--- src/rtl/paquete_multiplicacion.sv ---
// Shared types for the Booth multiplication subsystem: the datapath
// strobe bundle and the controller state encoding.
package paquete_multiplicacion;

  // Controller states; the encoding is visible on the debug state port.
  typedef enum logic [2:0] {
    IDLE     = 3'd0,
    CARGA    = 3'd1,
    EVALUA   = 3'd2,
    SUMA     = 3'd3,
    DESPLAZA = 3'd4,
    LISTO    = 3'd5
  } estado_t;

  // Datapath strobes. add_sub=1 selects add, add_sub=0 selects subtract.
  typedef struct packed {
    logic load_A;
    logic load_B;
    logic load_add;
    logic shift_HQ_LQ_Q_1;
    logic add_sub;
  } mult_control_t;

endpackage

--- src/rtl/control_multiplicacion.sv ---
// Booth multiplier sequencer. One operation is CARGA, then N_BITS rounds
// of EVALUA -> (SUMA) -> DESPLAZA, then a single-cycle LISTO pulse.
//
// Handshake: banderaValida is a request that is only looked at while the
// block is in IDLE (ocupado=0); a request seen in any other state is
// dropped, not queued. banderaLista is a one-cycle completion pulse and
// needs no acknowledge.
module control_multiplicacion
  import paquete_multiplicacion::*;
#(
  parameter int N_BITS = 4
) (
  input  logic          reloj,
  input  logic          reinicio,
  input  logic          banderaValida,
  input  logic [1:0]    qlsb,
  output mult_control_t controladorMult,
  output logic          banderaLista,
  output logic          ocupado,
  output estado_t       estado
);

  localparam int CW = $clog2(N_BITS + 1);

  estado_t       estado_q, estado_d;
  logic [CW-1:0] cnt_q, cnt_d;
  logic [1:0]    qlsb_q, qlsb_d;

  // State, iteration counter and captured Booth pair; reset wins over all.
  always_ff @(posedge reloj) begin
    if (!reinicio) begin
      estado_q <= IDLE;
      cnt_q    <= '0;
      qlsb_q   <= 2'b00;
    end else begin
      estado_q <= estado_d;
      cnt_q    <= cnt_d;
      qlsb_q   <= qlsb_d;
    end
  end

  // Next-state, counter and qlsb capture logic.
  always_comb begin
    estado_d = estado_q;
    cnt_d    = cnt_q;
    qlsb_d   = qlsb_q;
    case (estado_q)
      IDLE: begin
        if (banderaValida) estado_d = CARGA;
      end
      CARGA: begin
        cnt_d    = CW'(N_BITS);
        estado_d = EVALUA;
      end
      EVALUA: begin
        // SUMA must use this captured pair, not whatever qlsb does later.
        qlsb_d = qlsb;
        if (qlsb == 2'b01 || qlsb == 2'b10) estado_d = SUMA;
        else                                estado_d = DESPLAZA;
      end
      SUMA: begin
        estado_d = DESPLAZA;
      end
      DESPLAZA: begin
        // Saturating decrement; a zero count is treated as the last round.
        if (cnt_q != '0) cnt_d = cnt_q - CW'(1);
        if (cnt_q <= CW'(1)) estado_d = LISTO;
        else                 estado_d = EVALUA;
      end
      LISTO: begin
        estado_d = IDLE;
      end
      default: begin
        estado_d = IDLE;
      end
    endcase
  end

  // Moore output decode from the registered state.
  always_comb begin
    controladorMult = '0;
    banderaLista    = 1'b0;
    ocupado         = (estado_q != IDLE);
    case (estado_q)
      CARGA: begin
        controladorMult.load_A = 1'b1;
        controladorMult.load_B = 1'b1;
      end
      SUMA: begin
        controladorMult.load_add = 1'b1;
        controladorMult.add_sub  = (qlsb_q == 2'b01);
      end
      DESPLAZA: begin
        controladorMult.shift_HQ_LQ_Q_1 = 1'b1;
      end
      LISTO: begin
        banderaLista = 1'b1;
      end
      default: begin
      end
    endcase
  end

  assign estado = estado_q;

endmodule

--- config.mk ---
export PLATFORM = sky130hd
export DESIGN_NAME = control_multiplicacion
export DESIGN_NICKNAME = d
export VERILOG_FILES = /design/src/rtl/paquete_multiplicacion.sv /design/src/rtl/control_multiplicacion.sv
export SDC_FILE = /design/constraint.sdc
export NUM_CORES = 1
export LEC_CHECK = 0
export ABC_AREA = 1
export CAP_MARGIN = 15
export CORE_AREA = 2 2 39 41
export CTS_CLUSTER_SIZE = 30
export DETAILED_ROUTE_END_ITERATION = 6
export DIE_AREA = 0 0 41 43
export GPL_TIMING_DRIVEN = 0
export PLACE_DENSITY = 0.68
export SETUP_SLACK_MARGIN = 0.4
export SLEW_MARGIN = 25
export SYNTH_ARGS = -nofsm -noshare
export SYNTH_HDL_FRONTEND = slang
export SYNTH_SLANG_ARGS = --single-unit
export TNS_END_PERCENT = 100
--- constraint.sdc ---
create_clock -name reloj -period 1.5 [get_ports reloj]
set_clock_uncertainty 0.1 [all_clocks]
set_input_delay 0.3 -clock reloj [delete_from_list [all_inputs] [get_ports reloj]]
set_output_delay 0.3 -clock reloj [all_outputs]
set_load 0.005 [all_outputs]
==> impl_summary.md, run 1 <==
CTS
The clock passes through at most 2 buffers. The number of H-tree branching levels is 1. In this run, post-CTS hold repair placed 0 buffers. The CTS clock-pin slew for the worst setup and hold paths is 0.06 ns.

The tree is rooted in a sky130_fd_sc_hd__clkbuf_4. The tree built by TritonCTS fans out to 8 sinks. TritonCTS built the clock tree.

The clock insertion delay at the later pin of the skew report is 0.27 ns. The total CTS buffers is 3.

Timing
The count of endpoints failing hold in the final timing report was 0. The final critical path takes up 100% of the cycle. Setup repair after global routing could not meet its margin everywhere. The count of final max-slew check failures is 0. The time the worst path needs with I/O delays and setup is 1.50 ns. The total setup violations reported at the end of the flow is 1. After layout, the worst setup slack is -0.000174 ns.

At the pin with the least slew margin, the transition time is 0.218 ns. Setup total negative slack on the finished layout was measured at -0.000174 ns. Timing would allow up to 667 MHz. The worst pin sits at a relative slew slack of 85.5%.

Placed design
The HPWL after detailed placement is 807 um. The congestion estimate from routability-driven global placement came to 0.849. Before CTS, the worst setup slack after placement is -0.154 ns. The number of port buffers is 14.

Critical path
In this run the critical register-to-register path is launched from estado[1]. The signal on the critical path passes through inv_6 > nor4_4 > buf_2. The standard cell with the maximum stage delay on the critical path is sky130_fd_sc_hd__dfxtp_4. In this run the register-to-register setup slack is 0.09 ns. The required time of the worst setup path is 1.10 ns. The worst setup path is of the flop to primary output kind. The element type at the critical path end is a primary output. The depth of the worst register-to-register path is 8. The terminus of the critical flop-to-flop path is cnt_q[2]. The worst path arrival time is 1.10 ns. The count of buffering cells on the critical path with inverters included is 2. STA classifies the critical path startpoint as a flop. The critical path's largest stage delay is 0.42 ns.

The biggest fanout along the worst timing path is 5. The kind of cell with the highest combined delay on the critical path is flip-flops.

Min path
The path class of the tightest hold or removal check is input pin to flop. The end of the worst hold path is cnt_q[1]. The worst hold path was traced through 3 stages. The origin of the worst min-delay path is reinicio.

Synthesis
Of the synthesized area, sequential elements account for 30.8%. In the synthesized netlist, mux cells make up 0% of the area. Summing the areas of all compound-gate instances in the mapped netlist gives 6.49% of the synthesized area. The count of mapped cells out of synthesis is 80. The synthesized netlist contains 19 unique library cells. The top flip-flop cell by instance count after synthesis is sky130_fd_sc_hd__dfxtp_1. The net count after synthesis is 88.

The most common cell in the synthesized netlist is sky130_fd_sc_hd__nor2_1. The simple-gate portion of the synthesized area is 42.3%. The main combinational cell family by area after synthesis is simple AND/OR/NAND/NOR gates. In this run, synthesis inferred 0 flip-flops with an integrated enable.

The share of Yosys cell area claimed by the top area cell type is 30.8%. In the synthesized netlist, the cells that appear most often are sky130_fd_sc_hd__nor2_1, sky130_fd_sc_hd__nand2_1, sky130_fd_sc_hd__inv_1. In this run the cell area of the synthesized design comes to 520 sq um. Ranked by total cell area, the synthesized netlist is headed by sky130_fd_sc_hd__dfxtp_1, sky130_fd_sc_hd__nor2_1, sky130_fd_sc_hd__nand2_1.

The Yosys step of the flow raised 0 warnings. Synthesis inferred 8 register bits. The post-synthesis adder-cell area fraction is 7.21%. The library cell with the largest summed area after synthesis is sky130_fd_sc_hd__dfxtp_1. For this run, asynchronously set or reset flops after synthesis account for 0%. The xor-xnor portion of the synthesized cell area is 1.68%. A synthesized cell averages 6.51 sq um.

Die
The I/O pin count is 15. The die covers 1760 sq um. The overall die height is 43 um. The floorplan has 14 rows. The core region is 1380 sq um. The floorplan die width is 41 um. The starting density of the core is 37.6%.

Pwr
The net switching power figure is 829 uW. Summed over all cells, the static leakage comes to 0.000487 uW. Registers are responsible for 21.3% of the overall power.

The clock network fraction of total power is 9.9%. The part of the power in combinational logic is 68.8%. VDD sags by at most 0.00121 V. Net switching is 43.7% of the power.

Power comes to 1900 uW. The cell-internal power is 1070 uW. Dividing total power by cell area gives a power density of 1880 nW/um^2.

Route
The wire length per cell after detailed routing is 14.4 um. The starting DRC count in detailed routing is 17. The length of the first detailed-routing pass in iterations is 4.

The routed wire length is 1920 um. The post-detailed-route DRC marker count is 0. The mean number of vias per cell is 4.96. The total vias in the final route is 660.

The number of antenna-violating nets in the routed design is 0.

Global routing
The number of global-route vias before repair came to 572. The remaining global-route overflow is 0. The initial antenna violation count is 0. The first-pass GRT wire length is 2180 um. The maximum number of pins on one net before global-route repair is 6. The global-route usage over all layers is 18.5%.

Final layout
The ratio of cells with drive above 1 in the final layout is 60.7%. The multi-input combinational cells in the finished layout cover a total of 413 sq um. The area growth from synthesis to layout is 93.8%. The final net count is 126. The antenna diode instance count is 0. The count of fill cells added during filler insertion is 93. In the final layout, flip-flops and latches occupy 174 sq um. The final core utilization is 72.9%.

Run status
The flow ran to the end, but the final reports show violations. The final reports fail on setup timing.

Job
Max-cap violations in this run came to 0.
[area by class of cell]
type | count | share of cell area, %
plain buffers | 1 | 1.12
well taps | 16 | 1.99
clock buffers | 4 | 2.61
flip-flops and latches | 8 | 17.2
repair buffers | 33 | 29.9
inverters | 14 | 6.20
multi-input cells | 57 | 40.9
[how the worst max path moves through the flow]
stage	from	to	slack (ns)	depth (start not counted)
after CTS	estado[0]	controladorMult[0]	0.01	3
after global routing	estado[0]	controladorMult[0]	-0.04	3
after detailed placement	estado[0]	controladorMult[0]	-0.15	3
final	estado[0]	controladorMult[0]	-0.0002	3
after global placement	estado[0]	controladorMult[0]	-0.13	3
after floorplan	cnt_q[0]	cnt_q[0]	0.37	8
[worst reg2reg max path, stage by stage, from the launching register on]
cell and delay (ns):
sky130_fd_sc_hd__dfxtp_4 0.38, sky130_fd_sc_hd__nor2_4 0.17, sky130_fd_sc_hd__buf_4 0.14, sky130_fd_sc_hd__buf_6 0.09
sky130_fd_sc_hd__buf_6 0.09, sky130_fd_sc_hd__nand3_4 0.09, sky130_fd_sc_hd__nand2_4 0.08, sky130_fd_sc_hd__nand2_1 0.08
sky130_fd_sc_hd__a21oi_2 0.15
[per-layer routing]
metal  vias up  track usage [%]  wire [um]
li1        319                -          -
met1       308             18.8        753
met2        24             33.8       1030
met3         9             3.14         80
met4         0             8.00         54
met5         -                0          0
[logic make-up after synthesis]
kind of cell             after synthesis
AND/OR/NAND/NOR                       47
buffers and inverters                 15
flip-flops                             8
AO/OA/AOI/OAI                          6
adder cells (fa/ha/maj)                3
XOR/XNOR                               1
[power by group through the flow]
stage	Sequential, uW	Combinational [uW]	Clock [uW]
finish	404	1310	188
global route	415	1400	201
CTS	386	1100	188
detailed placement	379	691	0
global placement	376	688	0
floorplan	370	477	0
[stage by stage]
step	hold slack [ns]	instances	area (sq um)
2_1_floorplan	0.319	80	547
3_3_place_gp	0.364	110	707
3_5_place_dp	0.381	110	707
4_1_cts	0.369	130	923
5_1_grt	0.384	133	1010
6_report	0.365	133	1010
[flip-flops by register name (all words and copies together) (netlist names)]
signal / count
estado: 3
cnt_q: 3
qlsb_q: 2
[what timing repair did]
action / 4_1_cts / 5_1_grt
setup buffers: 16 / 3
resized for setup: 76 / 15
setup endpoints to repair: 16 / 18
pin swaps: 14 / 8
[placed cells by master (no fill, tap or decap), drive strengths merged]
master	synthesis	layout
dfxtp	8	8
xnor2	1	1
nor3	1	1
ha	3	3
dlygate4sd2	0	3
inv	14	14
nand2	19	19
a21oi	3	3
clkdlybuf4s50	0	1
o21ai	3	3
nor2	20	20
nor4	1	1
nand3	6	6
clkbuf	0	4
buf	1	30
Note: power is estimated with default switching activity, not from simulation.
==> run 2, diff against run 1 <==
--- a/config.mk
+++ b/config.mk
@@ -5,14 +5,13 @@
 export SDC_FILE = /design/constraint.sdc
 export NUM_CORES = 1
 export LEC_CHECK = 0
-export ABC_AREA = 1
 export CAP_MARGIN = 15
 export CORE_AREA = 2 2 39 41
 export CTS_CLUSTER_SIZE = 30
 export DETAILED_ROUTE_END_ITERATION = 6
 export DIE_AREA = 0 0 41 43
 export GPL_TIMING_DRIVEN = 0
-export PLACE_DENSITY = 0.68
+export PLACE_DENSITY = 0.69
 export SETUP_SLACK_MARGIN = 0.4
 export SLEW_MARGIN = 25
 export SYNTH_ARGS = -nofsm -noshare
==> run 2 against run 1 <==
Compared with the run above:
- the flow still finishes with violations (setup timing)
- register-to-register slack worse by 0.14 ns
- area after synthesis up 2.4%
- worst hold slack better by 0.079 ns
- synthesized cell count down 21%
- sequential share of layout area decreased by 1.6 points
- wire length grew 22%
- setup slack worse by 0.29 ns
- design area rose by 13%
- global-route usage grew 7.3 points
- largest power group unchanged
- die area stayed put
- clock-buffer cell count is 1 lower
==> impl_summary.md, run 2 <==
Timing
The total setup violations reported at the end of the flow is 8 (was 1). The smallest hold slack was 0.444 ns (was 0.365 ns). RSZ-0062 raised after global routing: yes (unchanged).

The time the worst path needs with I/O delays and setup is 1.79 ns (was 1.50 ns). The tightest slew margin relative to the limit is 75.2% (was 85.5%). The ratio of final minimum period to clock period was 119% (was 100%). The count of final max-slew check failures is 0 (unchanged). The measured slew at the worst slew-check pin is 0.369 ns (was 0.218 ns).

The count of endpoints failing hold in the final timing report is 0 (unchanged). The maximum clock rate is 559 MHz (was 667 MHz). The slack of the critical path came to -0.289 ns (was -0.000174 ns).

Route
The total vias in the final route is 693 (was 660). The number of antenna-violating nets in the routed design is 0 (unchanged). The post-detailed-route DRC marker count is 0 (unchanged).

The starting DRC count in detailed routing is 18 (was 17). The mean number of vias per cell is 5.54 (was 4.96). The length of the first detailed-routing pass in iterations was 4 (unchanged). The wire length per cell after detailed routing is 18.7 um (was 14.4 um). The routed wire length is 2340 um (was 1920 um).

Die
The overall die height is 43 um (unchanged). The total number of placement rows is 14 (unchanged). The total die area is 1760 sq um (unchanged). The placeable core region is 1380 sq um (unchanged). The I/O pin count was 15 (unchanged). The starting density of the core was 38.5% (was 37.6%). The floorplan die width was 41 um (unchanged).

Critical path
The required time of the worst setup path is 1.10 ns (about the same). The biggest fanout along the worst timing path is 3 (was 5). The worst path arrival time was 1.39 ns (was 1.10 ns). The class of the most critical setup path is flop to primary output (unchanged).

The element type at the critical path end is a primary output (unchanged). The depth of the worst register-to-register path is 7 (was 8). The critical path startpoint is estado[1] (was estado[0]).

The startpoint of the most critical register-to-register path is estado[1] (unchanged). The sort of element at the start of the critical path was a flop (unchanged).

Global routing
The remaining global-route overflow was 0 (unchanged). The number of global-route vias before repair is 675 (was 572). The first-pass GRT wire length came to 3050 um (was 2180 um). The initial antenna violation count is 0 (unchanged). The maximum number of pins on one net before global-route repair is 8 (was 6). The global-route usage over all layers is 25.9% (was 18.5%).

Final layout
The antenna diode instance count came to 0 (unchanged). The count of fill cells added during filler insertion is 73 (was 93). The final net count is 119 (was 126).

The area growth from synthesis to layout is 115% (was 93.8%). The ratio of cells with drive above 1 in the final layout is 67.9% (was 60.7%). Top library cells by usage in the layout, fill and taps aside: sky130_fd_sc_hd__buf_6, sky130_fd_sc_hd__buf_4, sky130_fd_sc_hd__buf_2, sky130_fd_sc_hd__dfxtp_4 (was sky130_fd_sc_hd__buf_6, sky130_fd_sc_hd__nor2_1, sky130_fd_sc_hd__nand2_1, sky130_fd_sc_hd__inv_2, sky130_fd_sc_hd__buf_4).

The most common cell after layout, fill and taps aside is sky130_fd_sc_hd__buf_6 (unchanged). The final instance area is 1140 sq um (was 1010 sq um).

Pwr
The worst voltage drop across the vdd grid came to 0.000622 V (was 0.00121 V). The power per standard cell area came to 701 nW/um^2 (was 1880 nW/um^2). The cell leakage power was 0.000476 uW (was 0.000487 uW).

Min path
The cell depth of the worst min-delay path is 2 (was 3). The origin of the worst min-delay path is qlsb_q[0] (was reinicio). The class of the tightest hold or removal check is flop to flop (was input pin to flop).

CTS
The root buffer cell was sky130_fd_sc_hd__clkbuf_4 (unchanged). The maximum root-to-sink buffer count is 2 (unchanged). The number of sinks handled by clock tree synthesis is 8 (unchanged).

The total CTS buffers is 3 (unchanged). The clock insertion delay at the later pin of the skew report is 0.28 ns (was 0.27 ns). The number of buffers inserted by hold repair at cts was 0 (unchanged).

The CTS clock-pin slew for the worst setup and hold paths is 0.07 ns (was 0.06 ns). The number of H-tree branching levels is 1 (unchanged). The TritonCTS clock tree is built (unchanged).

Job
The number of max-cap violations is 0 (unchanged).

Placed design
The instance area after placement came to 747 sq um (was 707 sq um). The HPWL after detailed placement was 836 um (was 807 um). The number of port buffers is 14 (unchanged).

The weighted congestion reported at the end of routability-driven placement is 0.736 (was 0.849).

Synthesis
The mapped cell area is 533 sq um (was 520 sq um). Biggest area contributors in the synthesized netlist: sky130_fd_sc_hd__dfxtp_1, sky130_fd_sc_hd__ha_1, sky130_fd_sc_hd__a21oi_1 (was sky130_fd_sc_hd__dfxtp_1, sky130_fd_sc_hd__nor2_1, sky130_fd_sc_hd__nand2_1). The count of mapped cells out of synthesis came to 63 (was 80).

Commonest cells in the netlist: sky130_fd_sc_hd__dfxtp_1, sky130_fd_sc_hd__a21oi_1, sky130_fd_sc_hd__nor3_1, sky130_fd_sc_hd__o21ai_0 (was sky130_fd_sc_hd__nor2_1, sky130_fd_sc_hd__nand2_1, sky130_fd_sc_hd__inv_1). The top flip-flop cell by instance count after synthesis is sky130_fd_sc_hd__dfxtp_1 (unchanged). The proportion of synthesized flip-flops having asynchronous set or reset came to 0% (unchanged). The share of Yosys cell area claimed by the top area cell type was 30.0% (was 30.8%). The sequential area share after synthesis is 30.0% (was 30.8%). The number of warnings issued by yosys is 0 (unchanged). The count of flip-flops with a built-in enable after synthesis was 0 (unchanged). The number of unique standard cell types used by synthesis is 30 (was 19). The library cell with the largest summed area after synthesis is sky130_fd_sc_hd__dfxtp_1 (unchanged). The most frequent cell after synthesis is sky130_fd_sc_hd__dfxtp_1 (was sky130_fd_sc_hd__nor2_1). The net count after synthesis came to 71 (was 88). The number of storage elements in the synthesis netlist is 8 (unchanged).

The synthesized area divided by synthesized cell count came to 8.46 sq um (was 6.51 sq um).

Run status
Result of the run: finished with violations (unchanged). Failing checks: setup timing (unchanged).
-- run 2: changes by cell type after synthesis, moves of 3 or more --
cell / change
sky130_fd_sc_hd__nor3_1: +3
sky130_fd_sc_hd__nand2_1: -12
sky130_fd_sc_hd__inv_1: -6
sky130_fd_sc_hd__nor2_1: -15
sky130_fd_sc_hd__nand2_2: -4
sky130_fd_sc_hd__nor2b_1: +3
sky130_fd_sc_hd__inv_2: -4
sky130_fd_sc_hd__a21oi_1: +4
-- run 2: what timing repair did --
action                     in CTS  in global routing
pin swaps                       8                  7
cloned                          1                  0
setup buffers                  21                  7
setup endpoints to repair      18                 18
gates resized for setup        77                 14
-- run 2: final cells by class --
type	count	area (sq um)	area share, %
buffer	4	48.8	4.27
clock buffer	3	22.5	1.97
inverter	4	22.5	1.97
multi-input combinational	47	448	39.2
sequential	8	179	15.6
tap	16	20.0	1.75
timing repair buffer	43	403	35.2
-- run 2: power breakdown --
group          leakage [uW]  switching [uW]  internal [uW]
clock network     0.0000138             100           93.1
logic              0.000393             150            219
registers         0.0000689            17.3            222
-- run 2: final timing paths --
path	end	slack [ns]
max	controladorMult[0]	-0.29
min	qlsb_q[0]	0.44
max reg2reg	cnt_q[2]	-0.05
min reg2reg	qlsb_q[0]	0.44
-- run 2: per-layer routing --
| metal | vias up | part of all wire (%) | GRT usage [%] |
|---|---|---|---|
| met5 | - | 0 | 0 |
| met4 | 0 | 2.1 | 11.3 |
| met3 | 7 | 6.7 | 6.81 |
| met2 | 33 | 52 | 46.3 |
| met1 | 339 | 40 | 25.6 |
| li1 | 314 | - | - |
-- run 2: logic make-up after synthesis --
group | count (synthesis) | synth area share [%]
buf+inv | 8 | 7.51
xor+xnor | 1 | 1.64
fa+ha+maj | 3 | 7.04
mux | 2 | 3.76
compound gates | 16 | 18.8
simple gates | 25 | 31.2
flops | 8 | 30.0
-- run 2: worst max-delay path: stages (launching register included) --
cell,delay [ns]
sky130_fd_sc_hd__dfxtp_4,0.38
sky130_fd_sc_hd__buf_6,0.10
sky130_fd_sc_hd__nor2b_4,0.16
sky130_fd_sc_hd__and2_4,0.16
sky130_fd_sc_hd__and3b_1,0.18
sky130_fd_sc_hd__buf_2,0.13
-- run 2: through the flow --
stage	cells	util, %	TNS (ns)	power [uW]	setup WS (ns)
2_1_floorplan	63	-	0	350	0.250
6_report	125	82.6	-1.30	802	-0.289
5_1_grt	125	82.6	-1.52	823	-0.302
4_1_cts	118	76.0	-0.744	731	-0.146
3_3_place_gp	93	54.0	-1.55	420	-0.252
3_5_place_dp	93	54.0	-1.55	422	-0.265
==> run 3, diff against run 2 <==
--- a/config.mk
+++ b/config.mk
@@ -5,7 +5,7 @@
 export SDC_FILE = /design/constraint.sdc
 export NUM_CORES = 1
 export LEC_CHECK = 0
-export CAP_MARGIN = 15
+export ABC_CLOCK_PERIOD_IN_PS = 1500
 export CORE_AREA = 2 2 39 41
 export CTS_CLUSTER_SIZE = 30
 export DETAILED_ROUTE_END_ITERATION = 6
==> results of run 3 <==
No change in the layout: final DEF, timing and power equal those of run 2.
